--- src/rtl/uart_cmd_dispatcher.sv ---
// Queues 16-bit command frames from the UART receiver and offers each one to a single
// sensor controller over a one-hot valid/taken handshake.
//   state | meaning
//   IDLE  | no offer outstanding; pop the FIFO head when one is queued
//   OFFER | cmd_valid/cmd_data held until taken or the offer timer expires
module uart_cmd_dispatcher #(
  parameter int FIFO_DEPTH     = 4,
  parameter int TIMEOUT_CYCLES = 1024
) (
  input  logic                          clk,
  input  logic                          rst_n,
  input  logic                          uart_rx_done,
  input  logic [15:0]                   uart_rx_data,
  input  logic [7:0]                    sensor_taken,
  output logic [15:0]                   cmd_data,
  output logic [7:0]                    cmd_valid,
  output logic [$clog2(FIFO_DEPTH):0]   fifo_count,
  output logic                          overflow,
  output logic                          bad_addr,
  output logic                          timeout,
  output logic                          state
);

  localparam int AW = $clog2(FIFO_DEPTH);
  localparam int CW = AW + 1;
  localparam int TW = $clog2(TIMEOUT_CYCLES);
  localparam logic [CW-1:0] DEPTH_C    = CW'(FIFO_DEPTH);
  localparam logic [TW-1:0] TIMER_LOAD = TW'(TIMEOUT_CYCLES - 1);

  typedef enum logic {IDLE = 1'b0, OFFER = 1'b1} state_t;

  state_t          state_q, state_d;
  logic [15:0]     mem [FIFO_DEPTH];
  logic [AW-1:0]   wr_ptr, rd_ptr;
  logic [15:0]     head;
  logic [2:0]      sel_q, sel_d;
  logic [TW-1:0]   timer_q, timer_d;
  logic [7:0]      valid_d;
  logic [15:0]     data_d;
  logic            pop, push, ovf_d, bad_d, timeout_d;

  assign head  = mem[rd_ptr];
  assign state = state_q;

  // A full FIFO still takes the incoming frame when the head leaves in the same cycle.
  assign push  = uart_rx_done && ((fifo_count != DEPTH_C) || pop);
  assign ovf_d = uart_rx_done && !push;

  always_comb begin
    state_d   = state_q;
    valid_d   = cmd_valid;
    data_d    = cmd_data;
    sel_d     = sel_q;
    timer_d   = timer_q;
    bad_d     = 1'b0;
    timeout_d = 1'b0;
    pop       = 1'b0;
    case (state_q)
      IDLE: begin
        if (fifo_count != '0) begin
          pop = 1'b1;
          if (head[11:10] != 2'b00) begin
            bad_d = 1'b1;
          end else begin
            data_d  = head;
            valid_d = 8'b1 << head[9:7];
            sel_d   = head[9:7];
            timer_d = TIMER_LOAD;
            state_d = OFFER;
          end
        end
      end
      OFFER: begin
        // Taken is checked first so an acceptance in the last offered cycle beats the timeout.
        if (sensor_taken[sel_q]) begin
          valid_d = '0;
          data_d  = '0;
          state_d = IDLE;
        end else if (timer_q == '0) begin
          valid_d   = '0;
          data_d    = '0;
          timeout_d = 1'b1;
          state_d   = IDLE;
        end else begin
          timer_d = timer_q - TW'(1);
        end
      end
      default: state_d = IDLE;
    endcase
  end

  always_ff @(posedge clk) begin
    if (!rst_n) begin
      state_q    <= IDLE;
      cmd_valid  <= '0;
      cmd_data   <= '0;
      sel_q      <= '0;
      timer_q    <= '0;
      wr_ptr     <= '0;
      rd_ptr     <= '0;
      fifo_count <= '0;
      overflow   <= 1'b0;
      bad_addr   <= 1'b0;
      timeout    <= 1'b0;
    end else begin
      state_q   <= state_d;
      cmd_valid <= valid_d;
      cmd_data  <= data_d;
      sel_q     <= sel_d;
      timer_q   <= timer_d;
      overflow  <= ovf_d;
      bad_addr  <= bad_d;
      timeout   <= timeout_d;
      if (push) wr_ptr <= wr_ptr + AW'(1);
      if (pop)  rd_ptr <= rd_ptr + AW'(1);
      case ({push, pop})
        2'b10:   fifo_count <= fifo_count + CW'(1);
        2'b01:   fifo_count <= fifo_count - CW'(1);
        default: fifo_count <= fifo_count;
      endcase
    end
  end

  always_ff @(posedge clk) begin
    if (push) mem[wr_ptr] <= uart_rx_data;
  end

endmodule

--- config.mk ---
export PLATFORM = sky130hd
export DESIGN_NAME = uart_cmd_dispatcher
export DESIGN_NICKNAME = d
export VERILOG_FILES = /design/src/rtl/uart_cmd_dispatcher.sv
export SDC_FILE = /design/constraint.sdc
export NUM_CORES = 1
export LEC_CHECK = 0
export BUFFER_PORTS_ARGS = -buffer_cell sky130_fd_sc_hd__buf_2
export CAP_MARGIN = 5
export CORE_ASPECT_RATIO = 1.5
export CORE_MARGIN = 2
export CORE_UTILIZATION = 55
export DETAILED_ROUTE_END_ITERATION = 10
export PLACE_DENSITY = 0.81
export SYNTH_ARGS = -nofsm -noshare
export SYNTH_HDL_FRONTEND = slang
export SYNTH_SLANG_ARGS = --single-unit
--- constraint.sdc ---
create_clock -name clk -period 3.8 [get_ports clk]
set_input_delay 0.19 -clock clk [delete_from_list [all_inputs] [get_ports clk]]
set_output_delay 0.19 -clock clk [all_outputs]
set_load 0.02 [all_outputs]
* Yosys cells after proc, flatten, opt, wreduce, memory -nomap -nowiden
Memory sizes are Yosys's and may differ from the RTL's. A register that Yosys moved wholly into a read port is not among the register bits.
Index checks and enable logic that the tools add are counted.
** Word-level totals
- Input port bits :: 27
- Register bits :: 48
- Memories kept :: 1
- Logic and storage cells :: 75
- RAM bits :: 64
- Output and inout bits :: 31
** Cells by class
- Shifts and indexed selects :: 1
- Equality and inequality tests :: 8
- Order comparisons :: 1
- Bitwise logic cells :: 4
- Reduce and logical (&&, ||, !) cells :: 13
- Muxes and demuxes :: 31
- $add $sub $neg :: 5
** Memories
- mem :: words 4, width 16, rd ports 1, clocked after Yosys merged registers in 1, write ports 1, RTL line 33 : logic [15:0] mem [FIFO_DEPTH];
** Operators with widths (count)
- 2-to-1 mux 16 bit :: 4
- 2-to-1 mux 10 bit :: 4
- 2-to-1 mux 8 bit :: 4
- one-hot mux 16 bit (2 select lines) :: 1
- one-hot mux 10 bit (2 select lines) :: 1
- one-hot mux 8 bit (2 select lines) :: 1
- 2-to-1 mux 1 bit :: 11
- zero test 10 bit :: 1
- subtractor 10 x 1 -> 10 bit (second input constant) :: 1
- inequality test 2 bit (second input constant) :: 4
- << shifter 1 x 3 -> 8 bit (first input constant) :: 1
- one-hot mux 3 bit (2 select lines) :: 1
- AND reduction 3 bit :: 2
- OR reduction 3 bit :: 2
- adder 2 x 1 -> 2 bit (second input constant) :: 2
- < comparator 3 x 4 -> 1 bit (second input constant) :: 1
- 2-to-1 mux 2 bit :: 2
- inverter 1 bit :: 4
- AND reduction 4 bit :: 1
- nonzero test 2 bit :: 2
- adder 3 x 1 -> 3 bit (second input constant) :: 1
- binary-select mux 1 bit (select 3 bit) :: 1
- inequality test 3 x 1 -> 1 bit (second input constant) :: 1
- inequality test 3 bit (second input constant) :: 1
- 8 further kinds :: 9

* Logic depth before layout (Yosys ltp)
- Depth after elaboration :: 7
- Gate-level depth with buffers :: 9

* Worst setup path before layout
Ideal clock, no wire load.
- Path type :: reg2reg
- Start point :: register timer_q[0]
- End point :: register cmd_valid[3]
- Arrival time :: 2166 ps
- Required time :: 3728 ps
- Stages on the path, launching flop included :: 10
- Buffers on the path :: 2
- Clock period less this slack :: 2238 ps
- Slack :: 1562 ps
- Path through :: dfxtp_1 inv_1 ha_1 or4b_1 or3_4 and3_4 buf_6 nor2_4 buf_8 mux2i_1
** On the way
- Cells in the longest elaborated chain, start to end :: 3
** RTL lines
- start, declared :: RTL line 37 : logic [TW-1:0] timer_q, timer_d;
- start signal, assigned :: RTL line 110 : timer_q <= timer_d;
- zero test 10 bit :: RTL line 79 : end else if (timer_q == '0) begin
- inequality test 3 x 1 -> 1 bit (no source line)
- AND reduction 3 bit (no source line)
- end signal, assigned :: RTL line 107 : cmd_valid <= valid_d;
- end, declared :: RTL line 16 : output logic [7:0] cmd_valid,
No other way between the ends.
A chain may end at the register's enable or synchronous reset.

* Final worst setup path
- Start point :: register timer_q[0]
- End point :: register cmd_data[11]
** On the way
- Cells in the longest elaborated chain, start to end :: 3
** RTL lines
- zero test 10 bit :: RTL line 79
- inequality test 3 x 1 -> 1 bit (no source line)
- AND reduction 3 bit (no source line)
- end signal, assigned :: RTL line 108 : cmd_data <= data_d;
- end, declared :: RTL line 15 : output logic [15:0] cmd_data,
No other way between the ends.

==> qor.yml <==
slew_headroom: 0.438
synth_edf_count: 64
drt_iter0_drc: 260
p_switching_mw: 1.36
grt_max_degree: 55
grt-ovfl-total: 0
pwr-share-seq: 0.380
min_path_type: "in -> reg"
cts_tree: "yes"
synth_fa_ha_area_frac: 0.0181
yosys.area.top_type: "edfxtp_1"
clk_pin_slew_ns: 0.06
ir_worst_vdd_v: 0.000444
fmax_mhz: 377
syn_nets: 371
finalHoldViolCount: 0
p_sw_frac: 0.309
synth_ff_type: "edfxtp_1"
core_sq_um: 8010
vias: 2891
comb_power_share: 0.255
vias_per_cell: 5.45
syn_area_sq_um: 4560
synth-warning-count: 0
synth_xor_area_frac: 0.00961
clock_sink_count: 114
drc: 0
top_level_ports: 58
yosysTopAreaCellShare: 0.422
clock_path_buffers: 2
grt_util_all_layers: 0.213
fp.dieH_microns: 115
syn_avg_cell_area_sq_um: 13.5
synth_top_family_by_area: "simple AND/OR/NAND/NOR gates"
p_leak_nw: 2.27
tightest_slew_ns: 0.842
end_kind: "register"
hold_buffers: 13
syn_to_final_growth_pct: 23.5
cellPowerDensity_nw_per_um2: 780
die-area_sq_um: 9040
p_clk_frac: 0.365
cp-start-kind: "register"
antenna_found_initial: 0
wirelength_microns: 8690
rows: 40
outcome: "finished clean"
antenna_left: 0
grt_setup_unrepaired: "no"
layout.nets: 445
cp.arrival_ns: 2.95
grt_pass1_vias: 3002
crit_fanout: 24
synth_mux_area_frac: 0.113
place_congestion: 0.857
min_period_over_period: 0.697
post_drt_wl_per_cell_microns: 16.4
min_period_ns: 2.65
synth-simple-area-share: 0.114
fin_setup_tns_ns: 0
final_cell_mix: "edfxtp_1, buf_2, dfxtp_1, nand2_1, inv_1"
drv_cap: 0
cts_made_buffers: 17
fin_util: 0.703
chipWidth_microns: 78.3
finalSetupViolCount: 0
diodes: 0
initial_core_util: 0.569
synth_compound_area_frac: 0.0640
h-tree-depth: 4
post_cts_resized: 0
dp_hpwl_microns: 5530
synth_area_leaders: "edfxtp_1, dfxtp_1, mux4_2, nand2_1, mux2i_1"
required_ns: 4.10
slew_violations: 0
syn_inst: 338
n_fill_cell: 561
critical_path_class: "reg -> reg"
clk_latency_ns: 0.41
ys_seq_elements: 114
firstDrtPassIters: 4
clock-root-buffer: "clkbuf_16"
synth-seq-area-share: 0.641
cts_setup_buffers: 0
layout_commonest_cell: "edfxtp_1"
numPortBuffers: 57
grt_pass1_wl_microns: 14300
p_int_mw: 3.03
synth-async-reset-ratio: 0
fin_skew_ns: 0.00779
drive_gt1_frac: 0.261
netlist-cell-type-count: 47
[Yosys cell counts (4+ instances only)]
| library cell | count |
|---|---|
| dfxtp_1 | 50 |
| o211a_1 | 8 |
| ha_1 | 5 |
| mux4_2 | 17 |
| inv_1 | 24 |
| o22ai_1 | 13 |
| clkbuf_1 | 11 |
| mux2i_1 | 13 |
| nor3_1 | 4 |
| edfxtp_1 | 64 |
| nor2_1 | 14 |
| or3_1 | 4 |
| nand2_1 | 48 |
| nand3_1 | 5 |
| xnor2_1 | 5 |
| and2_1 | 13 |
[metal layers]
layer / part of all wire / routed length (microns) / track usage / vias up
li1: - / - / - / 1380
met1: 0.41 / 3590 / 0.240 / 1425
met2: 0.52 / 4530 / 0.361 / 65
met3: 0.035 / 301 / 0.0553 / 21
met4: 0.030 / 260 / 0.132 / 0
met5: 0 / 0 / 0 / -
[sequential cells by signal, indices dropped and copies added (netlist names), named ones only]
name        cells
mem            64
timer_q        10
overflow        1
cmd_data       16
fifo_count      3
rd_ptr          2
cmd_valid       8
bad_addr        1
timeout         1
wr_ptr          2
sel_q           3
state           1
[power groups by stage]
stage | combinational [mW] | clock [mW] | sequential [mW]
6_report | 1.12 | 1.60 | 1.67
5_1_grt | 1.25 | 1.67 | 1.69
4_1_cts | 1.13 | 1.62 | 1.66
3_5_place_dp | 1.10 | 0 | 1.68
3_3_place_gp | 1.08 | 0 | 1.67
2_1_floorplan | 0.836 | 0 | 1.70
[worst max-delay path, stage by stage (launching register included)]
cell and delay, ns:
dfxtp_1 0.34, inv_1 0.07, ha_1 0.20, or4b_1 0.47
or3_4 0.39, and3_4 0.25, nor2_4 0.55, and3b_1 0.26
[final timing paths]
kind / depth (start not counted) / slack [ns] / end / startpoint
max reg2reg: 7 / 1.15 / cmd_data[11]$_SDFFE_PN0P_ / timer_q[0]$_SDFFE_PN0P_
max: 7 / 1.15 / cmd_data[11]$_SDFFE_PN0P_ / timer_q[0]$_SDFFE_PN0P_
min: 1 / 0.02 / mem[1][8]$_DFFE_PP_ / uart_rx_data[8]
min reg2reg: 2 / 0.47 / cmd_valid[4]$_SDFFE_PN0P_ / cmd_valid[4]$_SDFFE_PN0P_
[final cells by class]
type,instances,area (sq um),share of cell area
multi-input cells,184,1450,0.258
inverters,24,90.1,0.0160
flip-flops and latches,114,2920,0.519
repair buffers,71,423,0.0751
clock buffers,18,429,0.0762
well taps,105,131,0.0233
clock inverters,14,180,0.0320
[stage by stage]
step	instances	worst slack [ns]	total power, mW	hold WS [ns]	area, sq um
2_1_floorplan	338	1.56	2.53	0.289	4560
3_3_place_gp	485	1.27	2.75	0.404	4890
3_5_place_dp	485	1.20	2.79	0.406	4890
4_1_cts	530	1.15	4.41	0.00290	5630
5_1_grt	530	1.00	4.61	0.00398	5630
6_report	530	1.15	4.39	0.0201	5630
[logic make-up (layout without fill, tap and decap cells)]
kind of cell,count (synthesis),after routing
adders and majority gates,6,6
xor gates and xnor gates,5,5
and+or+nand+nor,105,105
AOI/OAI and AO/OA,38,38
DFF,114,114
buffers and inverters,40,127
muxes,30,30
(Power assumes the default switching activity.)
